**src/rtl/systolic_pkg.sv**
```systemverilog
// Shared state encoding, default widths and the row-major index helper
// used by the systolic array sequencer and its edge-feed selector.
package systolic_pkg;

    localparam int DEFAULT_DW    = 8;
    localparam int DEFAULT_ACC_W = 16;

    typedef enum logic [2:0] {
        S_IDLE,
        S_LOAD,
        S_CLEAR,
        S_FEED,
        S_FLUSH,
        S_DRAIN
    } sched_state_t;

    function automatic int idx(input int i, input int j, input int n);
        return i * n + j;
    endfunction

endpackage

```
**src/rtl/systolic_skew_feed.sv**
```systemverilog
// Combinational edge-operand selection: row i gets A[i][t-i], column j gets
// B[t-j][j], zero outside the diagonal wavefront. The parent registers the result.
module systolic_skew_feed
    import systolic_pkg::*;
#(
    parameter int N  = 2,
    parameter int DW = DEFAULT_DW,
    parameter int CW = 3
) (
    input  logic [2*N*N*DW-1:0] opbuf_i,
    input  logic [CW-1:0]       t_i,
    output logic [N*DW-1:0]     a_edge_o,
    output logic [N*DW-1:0]     b_edge_o
);

    // Operand buffer layout: A row-major in slots 0..N*N-1, B row-major after it.
    for (genvar gi = 0; gi < N; gi++) begin : g_edge
        logic [DW-1:0] a_sel;
        logic [DW-1:0] b_sel;

        always_comb begin
            a_sel = '0;
            b_sel = '0;
            for (int k = 0; k < N; k++) begin
                if (t_i == CW'(gi + k)) begin
                    a_sel = opbuf_i[idx(gi, k, N)*DW +: DW];
                    b_sel = opbuf_i[(N*N + idx(k, gi, N))*DW +: DW];
                end
            end
        end

        assign a_edge_o[gi*DW +: DW] = a_sel;
        assign b_edge_o[gi*DW +: DW] = b_sel;
    end

endmodule

```
**src/rtl/systolic_sched.sv**
```systemverilog
// Load / clear / skewed-feed / flush / drain sequencer for an NxN output-stationary
// PE array. Define SYSTOLIC_SCHED_RELU_EN to clamp negative results to zero on drain.
module systolic_sched
    import systolic_pkg::*;
#(
    parameter int N     = 2,
    parameter int DW    = DEFAULT_DW,
    parameter int ACC_W = DEFAULT_ACC_W
) (
    input  logic                   clk,
    input  logic                   rst_n,
    input  logic                   ena,
    input  logic [DW-1:0]          in_data,
    input  logic                   in_valid,
    output logic                   in_ready,
    output logic [7:0]             out_data,
    output logic                   out_valid,
    input  logic                   out_ready,
    output logic                   busy,
    output logic                   done,
    output logic [N*DW-1:0]        pe_a,
    output logic [N*DW-1:0]        pe_b,
    output logic                   pe_en,
    output logic                   pe_clr,
    output logic [$clog2(N*N)-1:0] pe_sel,
    input  logic [ACC_W-1:0]       pe_acc
);

    localparam int BUF_N = 2 * N * N;
    localparam int SW    = $clog2(N * N);
    // One counter serves load bytes, feed steps, flush steps and drain bytes.
    localparam int CW    = SW + 1;

    sched_state_t        state_q, state_d;
    logic [CW-1:0]       cnt_q, cnt_d;
    logic                done_q, done_d;
    logic                wr_en;
    logic [DW-1:0]       opbuf_q [BUF_N];
    logic [BUF_N*DW-1:0] opbuf_flat;
    logic [N*DW-1:0]     a_edge, b_edge;
    logic [N*DW-1:0]     pe_a_q, pe_b_q;
    logic                pe_en_q, pe_clr_q;
    logic [SW-1:0]       pe_sel_q;
    logic [ACC_W-1:0]    acc_eff;

    always_comb begin
        state_d   = state_q;
        cnt_d     = cnt_q;
        done_d    = 1'b0;
        wr_en     = 1'b0;
        in_ready  = 1'b0;
        out_valid = 1'b0;
        if (ena) begin
            case (state_q)
                S_IDLE: begin
                    in_ready = 1'b1;
                    if (in_valid) begin
                        wr_en   = 1'b1;
                        state_d = S_LOAD;
                        cnt_d   = CW'(1);
                    end
                end
                S_LOAD: begin
                    in_ready = 1'b1;
                    if (in_valid) begin
                        wr_en = 1'b1;
                        if (cnt_q == CW'(BUF_N - 1)) begin
                            state_d = S_CLEAR;
                            cnt_d   = '0;
                        end else begin
                            cnt_d = cnt_q + CW'(1);
                        end
                    end
                end
                S_CLEAR: begin
                    state_d = S_FEED;
                    cnt_d   = '0;
                end
                S_FEED: begin
                    if (cnt_q == CW'(2 * N - 2)) begin
                        state_d = S_FLUSH;
                        cnt_d   = '0;
                    end else begin
                        cnt_d = cnt_q + CW'(1);
                    end
                end
                S_FLUSH: begin
                    if (cnt_q == CW'(N - 1)) begin
                        state_d = S_DRAIN;
                        cnt_d   = '0;
                    end else begin
                        cnt_d = cnt_q + CW'(1);
                    end
                end
                S_DRAIN: begin
                    out_valid = 1'b1;
                    if (out_ready) begin
                        if (cnt_q == CW'(BUF_N - 1)) begin
                            state_d = S_IDLE;
                            cnt_d   = '0;
                            done_d  = 1'b1;
                        end else begin
                            cnt_d = cnt_q + CW'(1);
                        end
                    end
                end
                default: begin
                    state_d = S_IDLE;
                    cnt_d   = '0;
                end
            endcase
        end
    end

    // Operand storage is deliberately not reset; every job overwrites all slots.
    always_ff @(posedge clk) begin
        if (ena && wr_en) begin
            for (int i = 0; i < BUF_N; i++) begin
                if (cnt_q == CW'(i)) opbuf_q[i] <= in_data;
            end
        end
    end

    for (genvar gi = 0; gi < BUF_N; gi++) begin : g_flat
        assign opbuf_flat[gi*DW +: DW] = opbuf_q[gi];
    end

    // Edges are selected from the next feed step so the registered value lines up
    // with the cycle in which that step is active.
    systolic_skew_feed #(
        .N  (N),
        .DW (DW),
        .CW (CW)
    ) u_skew (
        .opbuf_i  (opbuf_flat),
        .t_i      (cnt_d),
        .a_edge_o (a_edge),
        .b_edge_o (b_edge)
    );

    always_ff @(posedge clk or negedge rst_n) begin
        if (!rst_n) begin
            state_q  <= S_IDLE;
            cnt_q    <= '0;
            done_q   <= 1'b0;
            pe_a_q   <= '0;
            pe_b_q   <= '0;
            pe_en_q  <= 1'b0;
            pe_clr_q <= 1'b0;
            pe_sel_q <= '0;
        end else if (ena) begin
            state_q  <= state_d;
            cnt_q    <= cnt_d;
            done_q   <= done_d;
            pe_clr_q <= (state_d == S_CLEAR);
            pe_en_q  <= (state_d == S_FEED) || (state_d == S_FLUSH);
            pe_a_q   <= (state_d == S_FEED) ? a_edge : '0;
            pe_b_q   <= (state_d == S_FEED) ? b_edge : '0;
            pe_sel_q <= (state_d == S_DRAIN) ? cnt_d[SW:1] : '0;
        end
    end

`ifdef SYSTOLIC_SCHED_RELU_EN
    assign acc_eff = pe_acc[ACC_W-1] ? '0 : pe_acc;
`else
    assign acc_eff = pe_acc;
`endif

    // Even drain counts carry the low byte of result cnt/2, odd counts the high byte.
    assign out_data = (state_q == S_DRAIN) ? (cnt_q[0] ? acc_eff[ACC_W-1 -: 8] : acc_eff[7:0])
                                           : 8'h00;
    assign busy     = (state_q != S_IDLE);
    assign done     = done_q;
    assign pe_a     = pe_a_q;
    assign pe_b     = pe_b_q;
    assign pe_en    = pe_en_q;
    assign pe_clr   = pe_clr_q;
    assign pe_sel   = pe_sel_q;

endmodule

```
**config.mk**
```make
export PLATFORM = sky130hd
export DESIGN_NAME = systolic_sched
export DESIGN_NICKNAME = d
export VERILOG_FILES = /design/src/rtl/systolic_pkg.sv /design/src/rtl/systolic_skew_feed.sv /design/src/rtl/systolic_sched.sv
export SDC_FILE = /design/constraint.sdc
export NUM_CORES = 1
export LEC_CHECK = 0
export ABC_AREA = 1
export BUFFER_PORTS_ARGS = -buffer_cell sky130_fd_sc_hd__buf_2
export CORE_MARGIN = 10
export CORE_UTILIZATION = 58
export CTS_BUF_LIST = sky130_fd_sc_hd__clkbuf_4
export CTS_CLUSTER_SIZE = 20
export DETAILED_ROUTE_END_ITERATION = 10
export PLACE_DENSITY = 0.9
export SYNTH_ARGS = -nofsm -noshare
export SYNTH_HDL_FRONTEND = slang
export SYNTH_SLANG_ARGS = --single-unit
```
**constraint.sdc**
```tcl
create_clock -name clk -period 3.16 [get_ports clk]
set_input_delay 0.316 -clock clk [delete_from_list [all_inputs] [get_ports clk]]
set_output_delay 0.316 -clock clk [all_outputs]
set_load 0.01 [all_outputs]
```
==> out/qor.txt <==
RSZ-0062 raised after global routing: false
GRT Residual Overflow: 0
Min-Delay Path Class: primary input to async pin
Reg clk slew, reported paths: 200 ps
Largest net degree at the start of global routing: 44
Met3 GRT Util: 4.113%
Post-DP Area: 0.005256 mm²
Crit path DAT: 3230 ps
Avg Cell Area, Syn: 10.01 µm²
Most frequent cell after synthesis: nand2_1
TNS Setup: 0 ps
Slowest stage cell, crit path: dfrtp_2
Initial antenna violation count: 0
M1 GR Usage: 22.69%
First-pass GRT wire length: 18.95 mm
Cell taking the most area after synthesis: edfxtp_1
# fillers: 590
Seq cells post-synth: 107
Synth top area share: 39.93%
Tot GR Track Use: 18.45%
VDD IR max: 535.4 µV
PwrDens: 752.7 mW/mm²
Register area share after synthesis: 62.28%
Final Critical Period: 2873 ps
# DRC: 0
Post-DR vias/cell: 5.817
Routed via count: 3,874
Routed WL: 11.64 mm
CTS tree: yes
Clk sinks: 107
Distinct cells, synth: 28
Crit-path max cell delay: 550 ps
Wire length per cell: 17.47 µm
CP Capture Type: flip-flop
Post-place setup slack: 167.0 ps
Synth warn: 0
Clk Latency, worst-skew pair: 470 ps
Multi-input logic area: 0.001572 mm²
Max Cap Viol: 0
Non-filler cells, final: 666
Hold Fails Final Rpt: 9
Top FF cell, synth: edfxtp_1
Top cells by area, synth: edfxtp_1, dfrtp_1, nand2_1, nand4_1, nand3_1
Synth async-reset ratio: 40.19%
Final worst slack: 287.1 ps
Number of global-route vias before repair: 3,805
Hold slack: -5.789 ps
Leak pwr: 2.606 nW
CP Max Fanout: 17
Worst Clk Skew: 23.12 ps
Final setup fails: 0
Slew headroom: 32.20%
Class of the most critical setup path: flip-flop to flip-flop
Cell count after placement: 645
Reg area: 0.002999 mm²
CP top delay family: simple AND/OR/NAND/NOR gates
Grt peak-use layer: met2
RD Place Congestion: 0.9696
WP data required: 3520 ps
Core box area: 0.008134 mm²
Die X: 111.1 µm
Met2 Track Usage GR: 31.41%
Pre-Repair DR Iteration Count: 7
Mapped Cells: 481
Nets: 591
Cell Chain, Critical Path: clkinvlp_4 -> ha_1 -> inv_1 -> nand2_1 -> o21ai_0 -> nor2_1 -> nor2_1 -> nand3_1 -> a21oi_4 -> inv_2 -> nand3_1 -> nand2_1 -> nand2_1 -> nand2_1
Die height: 111.1 µm
Fin area: 0.005472 mm²
Startpoint types: flip-flop
Remaining antenna violation count: 0
Num CTS Buffers: 9
Status: finished with violations
EDFF count, synth: 64
Mapped Nets: 516
Worst-Margin Slew: 1017 ps
Diode count: 0
Pins Over Slew Limit: 0
Port Buf Inserts: 76
Post-DP HPWL: 7.658 mm
Failing checks: hold timing
Clock buffer depth: 2
Row cnt: 33
Area delta synth->final: 13.67%
Starting Density: 59.18%
Clk root buf: clkbuf_4
I/O pins: 77
Worst path most repeated cell: nand2_1
Layout cells sized above 1: 23.35%
H-tree depth reported by CTS: 3
Initial DRC count: 365
Full die area: 0.01234 mm²
Post-synth top cells: nand2_1, edfxtp_1, dfrtp_1
Max Freq: 348.1 MHz
Tcrit/Tclk final: 90.91%
Crit path buf inv count: 3
Mapped Area: 0.004813 mm²
[per-layer routing]
layer  vias to the layer above  part of all wire [%]
li1                       1779                     -
met1                      1834                    40
met2                       230                    49
met3                        31                   8.6
met4                         0                   2.1
met5                         -                     0
[worst register-to-register path, cell delays in order (launching register included)]
cell and delay [ps]:
dfrtp_2 550, clkinvlp_4 290, ha_1 350, inv_1 80, nand2_1 60, o21ai_0 110
nor2_1 90, nor2_1 90, nand3_1 150, a21oi_4 390, inv_2 260, nand3_1 170
nand2_1 80, nand2_1 60, nand2_1 50
[cells in the final DEF, fill, tap and decap left out, drive strengths merged, types with 2 or more instances in the layout]
cell type  Yosys  routed
a21oi         12      12
buf           22      91
clkbuf         5       9
clkinv         0       2
dfrtp         43      43
edfxtp        64      64
ha             6       6
inv           20      23
nand2        179     179
nand3         43      43
nand4         35      35
nor2          30      30
nor3           4       4
o211ai         3       3
o21ai         12      12
[power breakdown]
| part | internal, mW | total [mW] | leakage (nW) | switching [mW] |
|---|---|---|---|---|
| registers | 1.56 | 1.65 | 1.17 | 0.0868 |
| logic | 0.548 | 1.69 | 1.35 | 1.14 |
| clock network | 0.274 | 0.779 | 0.0920 | 0.505 |
| total | 2.38 | 4.12 | 2.61 | 1.74 |
[timing repair]
item                       in CTS  in global routing
setup endpoints to repair       0                 16
hold buffers                    0                  0
hold endpoints to repair        0                  0
gates resized for setup         0                  2
setup buffers                   0                  5
[sequential cells by signal (all words and copies together), names as in the netlist]
register and flops:
pe_clr 1, pe_a 16, opbuf_q 64, pe_b 16, pe_sel 2, state_q 3, cnt_q 3, pe_en 1
done 1
[final cells by class]
class | instances | share of cell area (%)
Clock buffer | 9 | 1.235
Timing Repair Buffer | 91 | 9.467
Inverter | 20 | 1.441
Tap cell | 105 | 2.401
Clock inverter | 7 | 1.921
Multi-Input combinational cell | 327 | 28.72
Sequential cell | 107 | 54.81
[final timing paths]
kind | start | end | slack [ps] | cells past startpoint
setup / recovery | cnt_q[0] | pe_a[12] | 290 | 14
hold / removal | rst_n | pe_b[7] | -6 | 1
setup reg to reg | cnt_q[0] | pe_a[12] | 290 | 14
hold reg to reg | pe_b[5] | pe_b[5] | 500 | 2
max in group asynchronous | rst_n | cnt_q[0] | 2480 | 1
min in group clk | in_data[2] | opbuf_q[1][18] | 130 | 1
[stage by stage]
stage | utilization, % | power [mW]
final | 67.27 | 4.118
after global routing | 67.27 | 4.350
after CTS | 66.74 | 4.039
after detailed placement | 64.62 | 3.260
after global placement | 64.62 | 3.194
after floorplan | - | 2.908
[cell families (layout without fill, tap and decap cells)]
group	after synthesis	count (layout)	share of synthesized area, %
compound gates	29	29	3.717
simple gates	291	291	27.19
buf+inv	47	127	5.069
flops	107	107	62.28
xor+xnor	1	1	0.1820
fa+ha+maj	6	6	1.560
No activity file was read; power rests on OpenSTA's default activity.
